<file path="src/rtl/simple_processor_pkg.sv">
// rtl/simple_processor_pkg.sv - shared widths, decoder function codes and LSU types
package simple_processor_pkg;

  localparam int ADDR_WIDTH     = 16;
  localparam int DATA_WIDTH     = 16;
  localparam int LSU_IMM_WIDTH  = 6;
  localparam int REG_ADDR_WIDTH = 3;

  // Memory operations occupy the top two codes of the decoder function space.
  typedef enum logic [2:0] {
    FUNC_ADD   = 3'd0,
    FUNC_SUB   = 3'd1,
    FUNC_AND   = 3'd2,
    FUNC_OR    = 3'd3,
    FUNC_XOR   = 3'd4,
    FUNC_LI    = 3'd5,
    FUNC_LOAD  = 3'd6,
    FUNC_STORE = 3'd7
  } func_t;

  typedef enum logic [1:0] {
    IDLE   = 2'd0,
    ACCESS = 2'd1,
    RESP   = 2'd2
  } lsu_state_t;

  function automatic logic is_mem_op(input func_t f);
    return (f == FUNC_LOAD) || (f == FUNC_STORE);
  endfunction

  function automatic logic is_store_op(input func_t f);
    return f == FUNC_STORE;
  endfunction

endpackage

</file>
<file path="src/rtl/lsu_timeout_ctr.sv">
// rtl/lsu_timeout_ctr.sv - counts unacknowledged ACCESS cycles and flags the abort threshold
module lsu_timeout_ctr #(
  parameter int unsigned TIMEOUT_CYCLES = 16
) (
  input  logic clk_i,
  input  logic arst_ni,
  input  logic clear,
  input  logic enable,
  output logic expired
);

  localparam int unsigned CNT_W = (TIMEOUT_CYCLES > 2) ? $clog2(TIMEOUT_CYCLES) : 1;
  localparam logic [CNT_W-1:0] LAST = (TIMEOUT_CYCLES > 0) ? CNT_W'(TIMEOUT_CYCLES - 1) : '0;

  logic [CNT_W-1:0] count_q;

  always_ff @(posedge clk_i or negedge arst_ni) begin
    if (!arst_ni) begin
      count_q <= '0;
    end else if (clear) begin
      count_q <= '0;
    end else if (enable) begin
      count_q <= count_q + CNT_W'(1);
    end
  end

  // A zero threshold means the access may wait forever.
  assign expired = (TIMEOUT_CYCLES != 0) && enable && (count_q == LAST);

endmodule

</file>
<file path="src/rtl/load_store_unit.sv">
// rtl/load_store_unit.sv - memory stage: effective address, dmem handshake, PC stall and load write-back
module load_store_unit
  import simple_processor_pkg::*;
#(
  parameter int MEM_ADDR_WIDTH = ADDR_WIDTH,
  parameter int MEM_DATA_WIDTH = DATA_WIDTH,
  parameter int unsigned TIMEOUT_CYCLES = 16
) (
  input  logic                      clk_i,
  input  logic                      arst_ni,
  input  logic                      valid_i,
  input  logic                      is_store_i,
  input  logic [MEM_DATA_WIDTH-1:0] rs1_data_i,
  input  logic [MEM_DATA_WIDTH-1:0] rs2_data_i,
  input  logic [LSU_IMM_WIDTH-1:0]  imm_i,
  input  logic [REG_ADDR_WIDTH-1:0] rd_addr_i,
  output logic                      stall_o,
  output logic                      wb_valid_o,
  output logic [REG_ADDR_WIDTH-1:0] wb_addr_o,
  output logic [MEM_DATA_WIDTH-1:0] wb_data_o,
  output logic                      err_o,
  output logic                      dmem_req_o,
  output logic                      dmem_we_o,
  output logic [MEM_ADDR_WIDTH-1:0] dmem_addr_o,
  output logic [MEM_DATA_WIDTH-1:0] dmem_wdata_o,
  input  logic [MEM_DATA_WIDTH-1:0] dmem_rdata_i,
  input  logic                      dmem_ack_i
);

  lsu_state_t                state_q;
  logic [REG_ADDR_WIDTH-1:0] rd_q;
  logic [MEM_DATA_WIDTH-1:0] ea_sum;
  logic [MEM_ADDR_WIDTH-1:0] ea;
  logic                      misaligned;
  logic                      tmo_expired;

  assign ea_sum     = rs1_data_i
                    + {{(MEM_DATA_WIDTH-LSU_IMM_WIDTH){imm_i[LSU_IMM_WIDTH-1]}}, imm_i};
  assign ea         = MEM_ADDR_WIDTH'(ea_sum);
  assign misaligned = (MEM_DATA_WIDTH == 16) && ea_sum[0];

  // RESP drops the stall so the PC advances at the end of the response cycle.
  assign stall_o = (state_q == ACCESS) || ((state_q == IDLE) && valid_i);

  lsu_timeout_ctr #(
    .TIMEOUT_CYCLES(TIMEOUT_CYCLES)
  ) u_timeout_ctr (
    .clk_i  (clk_i),
    .arst_ni(arst_ni),
    .clear  (state_q != ACCESS),
    .enable ((state_q == ACCESS) && !dmem_ack_i),
    .expired(tmo_expired)
  );

  always_ff @(posedge clk_i or negedge arst_ni) begin
    if (!arst_ni) begin
      state_q      <= IDLE;
      rd_q         <= '0;
      dmem_req_o   <= 1'b0;
      dmem_we_o    <= 1'b0;
      dmem_addr_o  <= '0;
      dmem_wdata_o <= '0;
      wb_valid_o   <= 1'b0;
      wb_addr_o    <= '0;
      wb_data_o    <= '0;
      err_o        <= 1'b0;
    end else begin
      wb_valid_o <= 1'b0;
      err_o      <= 1'b0;
      case (state_q)
        IDLE: begin
          if (valid_i) begin
            rd_q         <= rd_addr_i;
            dmem_we_o    <= is_store_i;
            dmem_addr_o  <= ea;
            dmem_wdata_o <= is_store_i ? rs2_data_i : '0;
            if (misaligned) begin
              state_q <= RESP;
              err_o   <= 1'b1;
            end else begin
              state_q    <= ACCESS;
              dmem_req_o <= 1'b1;
            end
          end
        end
        ACCESS: begin
          // Ack wins over a timeout expiring in the same cycle.
          if (dmem_ack_i) begin
            state_q    <= RESP;
            dmem_req_o <= 1'b0;
            if (!dmem_we_o) begin
              wb_valid_o <= 1'b1;
              wb_addr_o  <= rd_q;
              wb_data_o  <= dmem_rdata_i;
            end
          end else if (tmo_expired) begin
            state_q    <= RESP;
            dmem_req_o <= 1'b0;
            err_o      <= 1'b1;
          end
        end
        RESP:    state_q <= IDLE;
        default: state_q <= IDLE;
      endcase
    end
  end

endmodule

</file>
<file path="config.mk">
export PLATFORM = sky130hd
export DESIGN_NAME = load_store_unit
export DESIGN_NICKNAME = d
export VERILOG_FILES = /design/src/rtl/simple_processor_pkg.sv /design/src/rtl/lsu_timeout_ctr.sv /design/src/rtl/load_store_unit.sv
export SDC_FILE = /design/constraint.sdc
export NUM_CORES = 1
export LEC_CHECK = 0
export CAP_MARGIN = 25
export CORE_ASPECT_RATIO = 1.25
export CORE_MARGIN = 2
export CORE_UTILIZATION = 48
export DETAILED_ROUTE_END_ITERATION = 7
export PLACE_DENSITY = 0.94
export SLEW_MARGIN = 10
export SYNTH_ARGS = -nofsm -noshare
export SYNTH_HDL_FRONTEND = slang
export SYNTH_SLANG_ARGS = --single-unit
</file>
<file path="constraint.sdc">
create_clock -name clk_i -period 3.9 [get_ports clk_i]
set_input_delay 0.39 -clock clk_i [delete_from_list [all_inputs] [get_ports clk_i]]
set_output_delay 0.39 -clock clk_i [all_outputs]
set_load 0.01 [all_outputs]
</file>
# ---- Yosys cells after proc, flatten, opt, wreduce, memory -nomap -nowiden
# Index checks and enable logic that the tools add are counted.
dict set report word_totals {
  ff_bits 64
  latch_bits 0
  ram_bits 0
  mem_bits_ro 0
  out_inout_bits 56
  word_cells 53
  memories 0
}
dict set report op_classes {
  n_addsub 2
  multipliers 0
  div 0
  magnitude_cmp 0
  eq_ne 6
  shift 0
  muxes 21
  n_bitwise 1
  reduce_logical 12
}
# operator count
set op_table {}
lappend op_table {{$add 16x16->16} 1}
lappend op_table {{$mux 16} 1}
lappend op_table {{$mux 1} 11}
lappend op_table {{$mux 2} 4}
lappend op_table {{$mux 4} 2}
lappend op_table {{$add 4x1->4 const B} 1}
lappend op_table {{$eq 4x4->1 const B} 1}
lappend op_table {{$ne 2x2->1 const B} 2}
lappend op_table {{$pmux 1 s2} 2}
lappend op_table {{$pmux 2 s2} 1}
lappend op_table {{$reduce_and 2->1} 2}
lappend op_table {{$reduce_and 4->1} 1}
lappend op_table {{$reduce_bool 2->1} 2}
lappend op_table {{$logic_and 1x1->1} 3}
lappend op_table {{$ne 3x3->1 const B} 1}
lappend op_table {{$reduce_and 3->1} 1}
lappend op_table {{$eq 2x1->1 const B} 1}
lappend op_table {{$logic_not 2->1} 1}
lappend op_table {{$ne 2x1->1 const B} 1}
lappend op_table {{$logic_not 1->1} 1}
lappend op_table {{$logic_or 1x1->1} 1}
lappend op_table {{$not 1->1} 1}

# ---- Longest topological paths before layout
dict set report logic_depth {
  ltp_word 6
  mapped_depth 8
  ltp_nobuf 8
}

# ---- Cells and area by module
# Synthesis repeated with hierarchy kept, for this count alone.
dict set report unflattened {
  cells_unflattened 312
  hier_area_um2 3163.0
}
# mod n_inst cells_each area_each_um2
set modules_own_cells {}
lappend modules_own_cells {load_store_unit 1 294 2935.3}
lappend modules_own_cells {lsu_timeout_ctr 1 18 227.7}

# ---- Worst setup path before layout
# No wires, ideal clock.
dict set report synth_path {
  path_type {input to register}
  from {input rs1_data_i[0]}
  to {register dmem_addr_o[12]}
  t_arrival_ns 1.974
  t_required_ns 3.774
  setup_slack_ns 1.799
  stages 8
  n_path_buf 0
  cell_sequence {ha_1 > fa_1 > a211oi_2 > nor2_2 > o31ai_4 > and2_1 > o221ai_2 > mux2i_1}
}
dict set report synth_via {
  elab_chain_len 1
}
# element line
set synth_lines {}
lappend synth_lines {{from (decl)} load_store_unit.sv:13} ;# input logic [MEM_DATA_WIDTH-1:0] rs1_data_i,
lappend synth_lines {{$add 16x16->16} load_store_unit.sv:38} ;# + {{(MEM_DATA_WIDTH-LSU_IMM_WIDTH){imm_i[LSU_IMM_WIDTH-1]}}, imm_i};
lappend synth_lines {{to (signal assigned)} load_store_unit.sv:61} ;# dmem_addr_o <= '0;
lappend synth_lines {{to (signal assigned)} load_store_unit.sv:75} ;# dmem_addr_o <= ea;
lappend synth_lines {{to (decl)} load_store_unit.sv:24} ;# output logic [MEM_ADDR_WIDTH-1:0] dmem_addr_o,
# Every way passes these cells.
# A chain may end at the register's enable or synchronous reset.

# ---- Worst setup path after layout
dict set report layout_path {
  from {input imm_i[5]}
  to {register dmem_addr_o[14]}
}
dict set report layout_via {
  elab_chain_len 1
}
# element line
set layout_lines {}
lappend layout_lines {{from (decl)} load_store_unit.sv:15} ;# input logic [LSU_IMM_WIDTH-1:0] imm_i,
lappend layout_lines {{$add 16x16->16} load_store_unit.sv:38}
# Every way passes these cells.

==> impl_metrics.py <==
metrics = {
    "power_and_ir_drop": {
        "total_power_uw": 2760,
        "power_density_nw_per_um2": 594,
        "irDropWorstVdd_v": 0.000296,
        "p_leak_uw": 0.00208,
    },
    "placed_design": {
        "dp_cells": 509,
        "hpwl_um": 6060,
        "place_congestion": 0.929,
        "pre_cts_ws_ns": 1.21,
        "io_buffer_count": 117,
    },
    "grt": {
        "antenna_found_initial": 0,
        "grt_pass1_wl_um": 13000,
        "grt_max_degree": 50,
        "grt_pass1_vias": 2607,
        "grt_usage": 0.227,
        "grt_overflow": 0,
    },
    "logic_synthesis": {
        "syn_inst": 316,
        "ys_seq_area_frac": 0.498,
        "yosysMostFrequentCell": "nand2_1",
        "synth_edf_count": 0,
        "syn_avg_cell_area_um2": 10.2,
        "ys.flop_type": "dfrtp_1",
        "synth_commonest_cells": "71 x nand2_1, 64 x dfrtp_1, 19 x mux2_1, 18 x nand3_1, 18 x nor2_1",
        "synth_top_area_share": 0.498,
        "synth_nets": 395,
        "synth_area_um2": 3220,
        "synthTopCellsByArea": "dfrtp_1 50%, nand2_1 8.3%, mux2_1 6.7%",
        "yosysUniqueCellTypes": 43,
        "ys_ff_latch": 64,
        "synthArstFlopShare": 1.00,
        "synth_area_leader_cell": "dfrtp_1",
        "yosysWarningCount": 0,
    },
    "sta": {
        "fmax_mhz": 430,
        "setup_violations": 0,
        "tns_ns": 0,
        "slew_headroom": 0.362,
        "holdWs_ns": 0.0980,
        "slew_violations": 0,
        "rsz0062_at_grt": "false",
        "worst_pin_slew_ns": 0.957,
        "hold_viol_final": 0,
        "worst_clock_skew_ns": 0.00946,
        "min_period_ns": 2.33,
        "setup_ws_ns": 1.57,
        "finalCritPeriodShare": 0.596,
    },
    "worst_setup_path": {
        "critPathArrivalTime_ns": 2.54,
        "cp_data_required_time_ns": 4.11,
        "regToRegSetupSlack_ns": 2.09,
        "r2r-start": "state_q[0]$_DFFE_PN0P_",
        "r2r_cells": 5,
        "end_kind": "flop",
        "crit_fanout": 11,
        "rr_endpoint": "dmem_addr_o[12]$_DFFE_PN0P_",
        "crit_type": "input pin to flop",
        "worst_setup_path_start_kind": "input pin",
    },
    "cts": {
        "cts_tree": "built",
        "cts.sinks": 64,
        "hold_buffers": 0,
        "path_clk_slew_ns": 0.07,
        "clock_path_buffers": 2,
        "cts_htree_levels": 3,
        "clock_latency_ns": 0.34,
        "cts_setup_buffers": 0,
        "numCtsBuffers": 9,
        "post_cts_resized": 0,
        "root_buffer": "clkbuf_8",
    },
    "die": {
        "dieArea_um2": 7370,
        "die_w_um": 77.2,
        "rows": 33,
        "fp.dieH_um": 95.5,
        "io_pins": 118,
        "initial_core_util": 0.493,
        "core_um2": 6520,
    },
    "detailed_routing": {
        "dr.pass1.iters": 4,
        "wl_per_cell_um": 15.2,
        "ant_nets": 0,
        "avgViaCountPerCell": 5.17,
        "via_count": 2712,
        "routed_wl_um": 7990,
        "drt_iter0_drc": 191,
        "drc_errors": 0,
    },
    "finish": {
        "regArea_um2": 1600,
        "final_cells": 525,
        "n_antenna_cell": 0,
        "fill_cells": 489,
        "nNetsFinal": 512,
        "drive_gt1_frac": 0.0685,
        "area_growth_pct": 44.3,
        "multiInputGateArea_um2": 1540,
    },
    "min_path": {
        "hold_class": "input pin to async pin",
    },
    "outcome": {
        "status": "finished, final reports clean",
    },
    "flow_run": {
        "cap_violations": 0,
    },
}
-- flip-flops by register name (all words and copies together) (netlist names) --
name and count:
dmem_addr_o 16, dmem_wdata_o 16, wb_data_o 16, u_timeout_ctr.count_q 4
rd_q 3, wb_addr_o 3, state_q 2, dmem_req_o 1
dmem_we_o 1, err_o 1, wb_valid_o 1
-- worst max-delay path: stages --
cell and delay, ns:
clkdlybuf4s50_1 0.72, ha_1 0.38, a21oi_1 0.28, o21ai_0 0.14, a221oi_1 0.29, o31ai_1 0.13
xnor2_1 0.15, o21ai_1 0.07
-- logic make-up (layout without fill, tap and decap cells) --
kind of cell,count (synthesis),in the layout,share of synthesized area
flops,64,64,0.498
compound gates,60,60,0.130
simple gates,118,118,0.155
mux,22,22,0.0759
fa+ha+maj,17,17,0.0685
buf+inv,17,139,0.0237
xor+xnor,18,18,0.0490
-- metrics by stage --
step	cell area, um2	util
3_5_place_dp	4450	0.683
2_1_floorplan	3220	-
5_1_grt	4640	0.711
3_3_place_gp	4450	0.683
6_report	4640	0.711
4_1_cts	4640	0.711
-- routing by layer --
metal / share of wire / track usage / vias up
met2: 0.49 / 0.380 / 123
met5: 0 / 0 / -
met1: 0.42 / 0.278 / 1254
li1: - / - / 1320
met3: 0.071 / 0.0663 / 15
met4: 0.018 / 0.0848 / 0
-- worst max-delay path by stage --
stage | start | endpoint | slack [ns] | cells after the start
2_1_floorplan | rs1_data_i[0] | dmem_addr_o[12]$_DFFE_PN0P_ | 1.80 | 8
3_3_place_gp | imm_i[5] | dmem_addr_o[14]$_DFFE_PN0P_ | 1.26 | 8
3_5_place_dp | imm_i[5] | dmem_addr_o[14]$_DFFE_PN0P_ | 1.21 | 8
4_1_cts | imm_i[5] | dmem_addr_o[14]$_DFFE_PN0P_ | 1.57 | 8
5_1_grt | imm_i[5] | dmem_addr_o[14]$_DFFE_PN0P_ | 1.39 | 8
6_report | imm_i[5] | dmem_addr_o[14]$_DFFE_PN0P_ | 1.57 | 8
-- where the power goes --
group / switching, uW / leakage (uW) / internal [uW]
sequential: 148 / 0.000802 / 920
combinational: 501 / 0.00118 / 643
clock: 254 / 0.0000920 / 292
total: 902 / 0.00208 / 1850
-- layout make-up --
type | instances | area share
clock buffer | 10 | 0.0275
tap | 87 | 0.0235
timing repair buffer | 120 | 0.256
sequential | 64 | 0.345
multi-input combinational | 235 | 0.332
inverter | 3 | 0.00243
clock inverter | 6 | 0.0129
-- cell usage in the layout, fill, tap and decap left out, types with 2 or more instances in the layout --
cell type        instances
a211oi_2                 2
a211oi_1                 2
mux2_1                  19
nor2b_1                  2
dfrtp_1                 64
a21oi_1                 14
nor2_1                  18
xor2_1                  10
nand2_1                 71
a21o_1                   2
inv_1                    3
nand2b_1                 2
nand4b_1                 2
clkbuf_8                 9
clkdlybuf4s50_1        116
nand3_1                 18
clkinvlp_4               2
and2_1                   2
buf_4                    3
mux2i_1                  3
xnor2_1                  8
ha_1                    16
o21bai_1                 3
o21ai_1                 10
o21ai_0                 12
clkinv_2                 3
o31ai_1                  2
(Power assumes the default switching activity.)
